==> src/rtl/ps2_host_tx_pkg.sv <==
// Shared PS/2 definitions: transmitter states, frame geometry and keyboard command bytes.
package ps2_host_tx_pkg;

  typedef enum logic [2:0] {
    IDLE      = 3'd0,
    INHIBIT   = 3'd1,
    REQ       = 3'd2,
    BITS      = 3'd3,
    STOP      = 3'd4,
    ACK       = 3'd5,
    WAIT_IDLE = 3'd6
  } state_t;

  // Start + 8 data + parity + stop; the host shifts data and parity only.
  localparam int unsigned PS2_FRAME_BITS = 11;
  localparam int unsigned PS2_SHIFT_BITS = PS2_FRAME_BITS - 2;
  localparam int unsigned PS2_IDX_W      = 4;

  localparam logic [7:0] PS2_CMD_SET_LEDS = 8'hED;
  localparam logic [7:0] PS2_CMD_RESET    = 8'hFF;
  localparam logic [7:0] PS2_CMD_ENABLE   = 8'hF4;
  localparam logic [7:0] PS2_ACK          = 8'hFA;

  typedef struct packed {
    logic       parity;
    logic [7:0] data;
  } frame_t;

  // Odd parity: the parity bit makes the count of ones across data+parity odd.
  function automatic frame_t frame_payload(input logic [7:0] data);
    frame_t f;
    f.parity = ~^data;
    f.data   = data;
    return f;
  endfunction

endpackage

==> src/rtl/ps2_edge_sync.sv <==
// Two-flop synchronizer for one raw PS/2 line plus a falling-edge detector.
module ps2_edge_sync (
  input  logic clk,
  input  logic rst,
  input  logic line,
  output logic level,
  output logic fall_c
);

  logic meta;
  logic prev;

  // Reset to the idle-high line level so no false edge appears after reset.
  always_ff @(posedge clk) begin
    if (rst) begin
      meta  <= 1'b1;
      level <= 1'b1;
      prev  <= 1'b1;
    end else begin
      meta  <= line;
      level <= meta;
      prev  <= level;
    end
  end

  assign fall_c = prev & ~level;

endmodule

==> src/rtl/ps2_host_tx.sv <==
// PS/2 host-to-device transmitter: request-to-send, device-clocked shift-out,
// acknowledge check and timeout, with busy flagging the frame for the receiver.
module ps2_host_tx
  import ps2_host_tx_pkg::*;
#(
  parameter int unsigned INHIBIT_CYCLES = 5000,
  parameter int unsigned TIMEOUT_CYCLES = 750000,
  parameter int unsigned CNT_WIDTH      = 20
) (
  input  logic       clk,
  input  logic       rst,
  input  logic [7:0] txData,
  input  logic       txSend,
  input  logic       ps2CLK,
  input  logic       ps2DATA,
  output logic       ps2CLKLow,
  output logic       ps2DATALow,
  output logic       busy,
  output logic       done,
  output logic       error
);

  localparam logic [CNT_WIDTH-1:0] INH_LAST = CNT_WIDTH'(INHIBIT_CYCLES - 1);
  localparam logic [CNT_WIDTH-1:0] TMO_LAST = CNT_WIDTH'(TIMEOUT_CYCLES - 1);
  localparam logic [PS2_IDX_W-1:0] IDX_LAST = PS2_IDX_W'(PS2_SHIFT_BITS - 1);

  state_t                      state_q, state_d;
  logic [CNT_WIDTH-1:0]        cnt_q, cnt_d;
  logic [PS2_IDX_W-1:0]        idx_q, idx_d;
  logic [PS2_SHIFT_BITS-1:0]   shift_q, shift_d;
  logic                        clk_low_d, data_low_d, busy_d, done_d, error_d;

  logic clk_s, clk_fall_c;
  logic data_s, data_fall_unused;
  logic tmo_armed_c;

  ps2_edge_sync u_clk_sync (
    .clk    (clk),
    .rst    (rst),
    .line   (ps2CLK),
    .level  (clk_s),
    .fall_c (clk_fall_c)
  );

  ps2_edge_sync u_data_sync (
    .clk    (clk),
    .rst    (rst),
    .line   (ps2DATA),
    .level  (data_s),
    .fall_c (data_fall_unused)
  );

  always_ff @(posedge clk) begin
    if (rst) begin
      state_q    <= IDLE;
      cnt_q      <= '0;
      idx_q      <= '0;
      shift_q    <= '0;
      ps2CLKLow  <= 1'b0;
      ps2DATALow <= 1'b0;
      busy       <= 1'b0;
      done       <= 1'b0;
      error      <= 1'b0;
    end else begin
      state_q    <= state_d;
      cnt_q      <= cnt_d;
      idx_q      <= idx_d;
      shift_q    <= shift_d;
      ps2CLKLow  <= clk_low_d;
      ps2DATALow <= data_low_d;
      busy       <= busy_d;
      done       <= done_d;
      error      <= error_d;
    end
  end

  always_comb begin
    state_d     = state_q;
    cnt_d       = cnt_q;
    idx_d       = idx_q;
    shift_d     = shift_q;
    clk_low_d   = ps2CLKLow;
    data_low_d  = ps2DATALow;
    busy_d      = busy;
    done_d      = 1'b0;
    error_d     = 1'b0;
    tmo_armed_c = 1'b0;

    case (state_q)
      IDLE: begin
        clk_low_d  = 1'b0;
        data_low_d = 1'b0;
        busy_d     = 1'b0;
        if (txSend) begin
          state_d   = INHIBIT;
          shift_d   = frame_payload(txData);
          cnt_d     = '0;
          idx_d     = '0;
          clk_low_d = 1'b1;
          busy_d    = 1'b1;
        end
      end

      INHIBIT: begin
        if (cnt_q == INH_LAST) begin
          state_d    = REQ;
          data_low_d = 1'b1;
          cnt_d      = '0;
        end else begin
          cnt_d = cnt_q + CNT_WIDTH'(1);
        end
      end

      // Start bit is already on the line; handing the clock to the device.
      REQ: begin
        clk_low_d = 1'b0;
        cnt_d     = '0;
        idx_d     = '0;
        state_d   = BITS;
      end

      BITS: begin
        tmo_armed_c = 1'b1;
        if (clk_fall_c) begin
          data_low_d = ~shift_q[0];
          shift_d    = {1'b0, shift_q[PS2_SHIFT_BITS-1:1]};
          idx_d      = idx_q + PS2_IDX_W'(1);
          if (idx_q == IDX_LAST) begin
            state_d = STOP;
          end
        end
      end

      STOP: begin
        tmo_armed_c = 1'b1;
        if (clk_fall_c) begin
          data_low_d = 1'b0;
          state_d    = ACK;
        end
      end

      ACK: begin
        tmo_armed_c = 1'b1;
        if (clk_fall_c) begin
          if (!data_s) begin
            state_d = WAIT_IDLE;
          end else begin
            state_d = IDLE;
            error_d = 1'b1;
            busy_d  = 1'b0;
          end
        end
      end

      WAIT_IDLE: begin
        tmo_armed_c = 1'b1;
        if (clk_s && data_s) begin
          state_d = IDLE;
          done_d  = 1'b1;
          busy_d  = 1'b0;
        end
      end

      default: begin
        state_d    = IDLE;
        clk_low_d  = 1'b0;
        data_low_d = 1'b0;
        busy_d     = 1'b0;
      end
    endcase

    // Inter-edge watchdog shared by every device-clocked state.
    if (tmo_armed_c) begin
      if (clk_fall_c) begin
        cnt_d = '0;
      end else if (cnt_q == TMO_LAST) begin
        if (!done_d && !error_d) begin
          state_d    = IDLE;
          clk_low_d  = 1'b0;
          data_low_d = 1'b0;
          busy_d     = 1'b0;
          error_d    = 1'b1;
        end
        cnt_d = '0;
      end else begin
        cnt_d = cnt_q + CNT_WIDTH'(1);
      end
    end
  end

endmodule

==> config.mk <==
export PLATFORM = sky130hd
export DESIGN_NAME = ps2_host_tx
export DESIGN_NICKNAME = d
export VERILOG_FILES = /design/src/rtl/ps2_host_tx_pkg.sv /design/src/rtl/ps2_edge_sync.sv /design/src/rtl/ps2_host_tx.sv
export SDC_FILE = /design/constraint.sdc
export NUM_CORES = 1
export LEC_CHECK = 0
export ABC_AREA = 1
export CORE_MARGIN = 2
export CORE_UTILIZATION = 35
export DETAILED_ROUTE_END_ITERATION = 12
export GPL_TIMING_DRIVEN = 1
export SETUP_SLACK_MARGIN = 0.02
export SYNTH_ARGS = -nofsm -noshare
export SYNTH_HDL_FRONTEND = slang
export SYNTH_SLANG_ARGS = --single-unit
==> constraint.sdc <==
create_clock -name clk -period 1.4 [get_ports clk]
set_input_delay 0.21 -clock clk [delete_from_list [all_inputs] [get_ports clk]]
set_output_delay 0.21 -clock clk [all_outputs]
set_load 0.01 [all_outputs]
After elaboration in Yosys (flattened, before gate mapping)
Cells that the tools add are included.
{"block": "totals", "regBits": 46, "latch_bits": 0, "ramBits": 0, "romBits": 0, "inputBits": 13, "output_inout_bits": 5, "word_cells": 104, "n_memories": 0}
{"block": "op_classes", "n_addsub": 2, "n_mul": 0, "div_mod_pow": 0, "order_cmp": 0, "eq_ne": 12, "shifts": 0, "muxes": 57, "bitwise": 3, "reduce_logical": 16}
{"operator": "2-to-1 mux 20 bit", "n": 5}
{"operator": "case mux 20 bit (3 select lines)", "n": 1}
{"operator": "2-to-1 mux 3 bit", "n": 12}
{"operator": "2-to-1 mux 1 bit", "n": 29}
{"operator": "case mux 3 bit (7 select lines)", "n": 1}
{"operator": "adder 20 x 1 -> 20 bit, second input constant", "n": 1}
{"operator": "== test 20 x 13 -> 1 bit, second input constant", "n": 1}
{"operator": "== test 20 bit, second input constant", "n": 1}
{"operator": "2-to-1 mux 9 bit", "n": 2}
{"operator": "case mux 9 bit (2 select lines)", "n": 1}
{"operator": "case mux 4 bit (3 select lines)", "n": 1}
{"operator": "== test 3 bit, second input constant", "n": 3}
{"operator": "2-to-1 mux 4 bit", "n": 2}
{"operator": "case mux 1 bit (4 select lines)", "n": 2}
{"operator": "OR reduction 4 bit", "n": 2}
{"operator": "XNOR reduction 8 bit", "n": 1}
{"operator": "== test 3 x 2 -> 1 bit, second input constant", "n": 2}
{"operator": "AND reduction 3 bit", "n": 2}
{"operator": "OR reduction 5 bit", "n": 1}
{"operator": "adder 4 x 1 -> 4 bit, second input constant", "n": 1}
{"operator": "== test 4 bit, second input constant", "n": 1}
{"operator": "inequality test 2 bit, second input constant", "n": 2}
{"operator": "nonzero test 4 bit", "n": 1}
{"operator": "== test 3 x 1 -> 1 bit, second input constant", "n": 1}
{"operator": "other kinds (11)", "n": 14}

Logic depth before layout (Yosys ltp)
{"block": "logic_depth", "depth_word": 10, "mapped_depth": 11, "depth_no_buf": 10}

Hierarchy
A second synthesis with hierarchy kept.
{"block": "unflattened", "hier_cells": 387, "hier_area_um2": 2653.8}
{"module": "ps2_host_tx", "instances": 1, "cells_each": 363, "area_per_inst_um2": 2466.1, "seq_area_each_um2": 820.8}
{"module": "ps2_edge_sync", "instances": 2, "cells_each": 12, "area_per_inst_um2": 93.8, "seq_area_each_um2": 60.1}

Worst setup path after synthesis
OpenSTA, ideal clock, no wires.
{"block": "synth_timing", "kind": "reg-to-reg", "start": "register cnt_q[0]", "end": "register cnt_q[6]", "setup_time_ns": 0.116, "t_arrival_ns": 1.396, "t_required_ns": 1.284, "slack_ns": -0.112, "path_stages_with_launch": 12, "n_path_buf": 1, "synth_period_minus_slack_ns": 1.512, "cell_sequence": "dfxtp_1 > ha_1 > nand2_1 > inv_1 > nand2_1 > nor2_1 > nand3_1 > nand2_1 > nand3_2 > buf_6 > o211ai_1 > inv_1"}
{"block": "synth_between", "elab_chain_cells": 4, "word_cells_on_any_way": 8, "classes_between": "add/sub (1); eq/ne (2); mux (5)"}
{"element": "start, declared", "line_no": "ps2_host_tx.sv:28", "text": "logic [CNT_WIDTH-1:0] cnt_q, cnt_d;"}
{"element": "start signal, assigned", "line_no": "ps2_host_tx.sv:66", "text": "cnt_q <= cnt_d;"}
{"element": "adder 20 x 1 -> 20 bit (tied with other cells)", "line_no": "ps2_host_tx.sv:110, ps2_host_tx.sv:186"}
{"element": "2-to-1 mux 20 bit (on tied branches)", "line_no": "ps2_host_tx.sv:105, ps2_host_tx.sv:176"}
{"element": "case mux 20 bit (3 select lines) or 2-to-1 mux 20 bit (tied branches)", "line_no": "ps2_host_tx.sv:89, ps2_host_tx.sv:174"}
{"element": "2-to-1 mux 20 bit (*)", "line_no": "ps2_host_tx.sv:173", "text": "if (tmo_armed_c) begin"}
Every way passes the cells marked *; elsewhere a longest branch is shown, timed or not.
A chain may end at the register's enable or synchronous reset.

Worst setup path after layout
{"block": "layout_timing", "start": "register cnt_q[0]", "end": "register cnt_q[14]"}
The elaborated chain is that of the path after synthesis.

==> summary.md <==
| Metric | Value |
|---|---|
| Outcome | `complete, but fails checks` |
| Failing checks | `negative setup slack` |
| IO buf count | `17` |
| Area of the mapped netlist | `2546 µm²` |
| Peak supply drop | `521.4 µV` |
| Deepest level of the CTS H-tree | `2` |
| CTS buffer count | `5` |
| Max Cap Viol | `0` |
| Largest net degree at the start of global routing | `18` |
| Worst Setup End Kind | `register` |
| Setup WS pre-CTS | `-322.1 ps` |
| Endpoints failing hold | `0` |
| Area growth syn-to-layout | `48.89%` |
| Non-filler instance count after layout | `580` |
| Layout cells sized above 1 | `0.3430` |
| Power Density | `just over 700 nW/µm²` |
| N_diodes | `0` |
| # clock sinks | `46` |
| WP data required | `between 1500 and 2000 ps` |
| Initial antenna violation count | `0` |
| Syn nets | `around 390` |
| Initial Utilization | `0.3568` |
| Drt drc | `0` |
| Starting DRC count in detailed routing | `roughly 150` |
| Synth Instances | `between 300 and 400` |
| Ys Warns | `0` |
| Vias in the first global route | `2570` |
| # placed instances | `roughly 560` |
| Final setup margin | `-109.4 ps` |
| Crit path max fanout | `5` |
| Worst slew margin | `0.7955` |
| WS Path Type | `register to register` |
| Final ANT Viol Nets | `0` |
| First-pass GRT wire length | `11920 µm` |
| Overall via count from detail_route | `roughly 2.7k` |
| Worst Hold Class | `register to register` |
| CP Data Arrival Time | `~1700 ps` |
| Leak pwr | `0.001752 µW` |
| Die height | `89.29 µm` |
| Final Setup Violations | `25` |
| Mux cell area share after synthesis | `0.003931` |
| Die W | `just under 90 µm` |
| #FFs+latches synth | `46` |
| Clock Skews | `~15 ps` |
| Initial DRT Pass Iterations | `4` |
| Crit path launch type | `register` |
| Simple-gate share of the synthesized area | `0.3607` |
| Worst-Skew Late Latency | `300 ps` |
| Gpl congestion | `between 0.9 and 1` |
| Period minus WS final | `1509 ps` |
| Layout fillers | `approximately 720` |
| Final WL | `roughly 7100 µm` |
| Synth area leader | `dfxtp_1` |
| CTS max path bufs | `2` |
| Clk root buf | `clkbuf_8` |
| Top-area cell type share of the netlist area | `0.3617` |
| I/O pin count | `18` |
| Least-Margin Pin Slew | `306.7 ps` |
| Commonest non-fill, non-tap cell in the layout | `buf_4` |
| Fin nets | `between 400 and 500` |
| Gr usage total | `0.1906` |
| Final period util | `1.078` |
| Total core area | `slightly above 7000 µm²` |
| Most frequent cells in the layout | `buf_4, nand2_1, inv_1, nor2_1, dfxtp_1` |
| Peak Freq | `662.5 MHz` |
| Hold slack | `roughly 420 ps` |
| Clock-pin slew on the worst setup and hold paths | `90 ps` |
| Synth Area in Compound Gates | `0.1037` |
| Synth Area in XOR/XNOR | `0.05160` |
| RSZ-0062 raised after global routing | `yes` |
| Total die area | `between 7000 and 8000 µm²` |
| Cell Rows | `31` |
| TritonCTS clock tree | `yes` |
| Top cells by area, synth | `dfxtp_1, nand2_1, nor2_1` |
| Average wire per standard cell | `12.21 µm` |
| Gr ovfl total | `0` |
| Syn Area/Cell | `between 6 and 7 µm²` |
| Via/cell ratio | `roughly 4.7` |
| Register area share after synthesis | `0.3617` |
| DP Wirelength | `slightly above 5000 µm` |
| Final Max Slew Viols | `0` |
| Largest family of logic cells by synthesized area | `simple AND/OR/NAND/NOR gates` |
| Unique masters post-synth | `33` |
| Post-Synth Adder-Cell Area | `0.01474` |
==> metal layers <==
layer,global-route usage,share of wire,vias up
li1,-,-,1424
met1,0.2551,0.45,1232
met2,0.3111,0.50,55
met3,0.03416,0.033,10
met4,0.06242,0.017,0
met5,0,0,-
==> cell usage after synthesis <==
library cell and instances:
nand2_1 84, nor2_1 55, inv_1 51, dfxtp_1 46, nand3_1 28, o21ai_0 19, nand4_1 14, a31oi_1 10
a21oi_1 8, xnor2_1 8, nor3_1 7, xor2_1 7, buf_2 4, or2_2 4, buf_6 3, ha_1 3
nand2_2 3, nand3_2 3, o211ai_1 3, inv_2 2, nor2_2 2, nor2_4 2, o22ai_1 2, a211oi_1 1
a31o_2 1, buf_4 1, clkbuf_1 1, mux2i_1 1, nand2_4 1, nor3b_1 1, nor4_1 1, o21ai_1 1
o21ba_2 1
==> metrics by stage <==
stage / util / power, µW / instance area (µm²) / setup TNS (ps)
after floorplan: - / 1631 / 2569 / 0
after global placement: 0.4698 / 1819 / 3353 / -6193
after detailed placement: 0.4698 / 1828 / 3353 / -7189
after CTS: 0.5023 / 2714 / 3585 / -1761
after global routing: 0.5312 / 2870 / 3791 / -5324
final: 0.5312 / 2728 / 3791 / -1733
==> cell families after synthesis <==
kind of cell,Yosys count
simple gates,205
buf+inv,62
compound gates,46
flops,46
xor+xnor,15
fa+ha+maj,3
mux,1
==> power breakdown <==
group	leakage (µW)	switching, µW	total [µW]	internal [µW]
Clock	0.0000483	465	817	352
Sequential	0.000379	35.6	1390	1350
Combinational	0.00132	261	522	261
==> worst max-delay path, stage by stage (launching register included) <==
cell	delay, ps
dfxtp_2	370
ha_4	160
nand2_4	60
inv_4	70
nand2_2	40
nor2_2	100
nand3_1	100
nand2_2	100
nand3_4	110
buf_12	160
nand2_8	90
nor2_1	50
==> worst paths after layout <==
kind | from | to | slack, ps | cells past startpoint
worst min-delay path | u_clk_sync.meta | u_clk_sync.level | 420 | 1
worst max register to register | cnt_q[0] | cnt_q[14] | -110 | 11
worst max-delay path | cnt_q[0] | cnt_q[14] | -110 | 11
worst min register to register | u_clk_sync.meta | u_clk_sync.level | 420 | 1
==> final cells by class <==
cell class / instances / area (µm²) / share of cell area
sequential: 46 / 934.6 / 0.2465
tap: 99 / 123.9 / 0.03267
clock buffer: 5 / 68.82 / 0.01815
multi-input combinational: 272 / 1604 / 0.4231
timing repair buffer: 102 / 837.1 / 0.2208
clock inverter: 3 / 18.77 / 0.004950
inverter: 53 / 203.9 / 0.05380
==> state kept, by name, indices dropped and copies added, names as in the netlist, 3 cells and up <==
register	count
shift_q	9
state_q	3
cnt_q	20
idx_q	4
==> timing repair <==
item,4_1_cts,5_1_grt
pin swaps,8,9
gates cloned,2,0
resized for setup,31,50
buffers inserted,4,7
endpoints found under the setup margin,41,41
hold buffers,0,0
No activity file was read; power rests on OpenSTA's default activity.
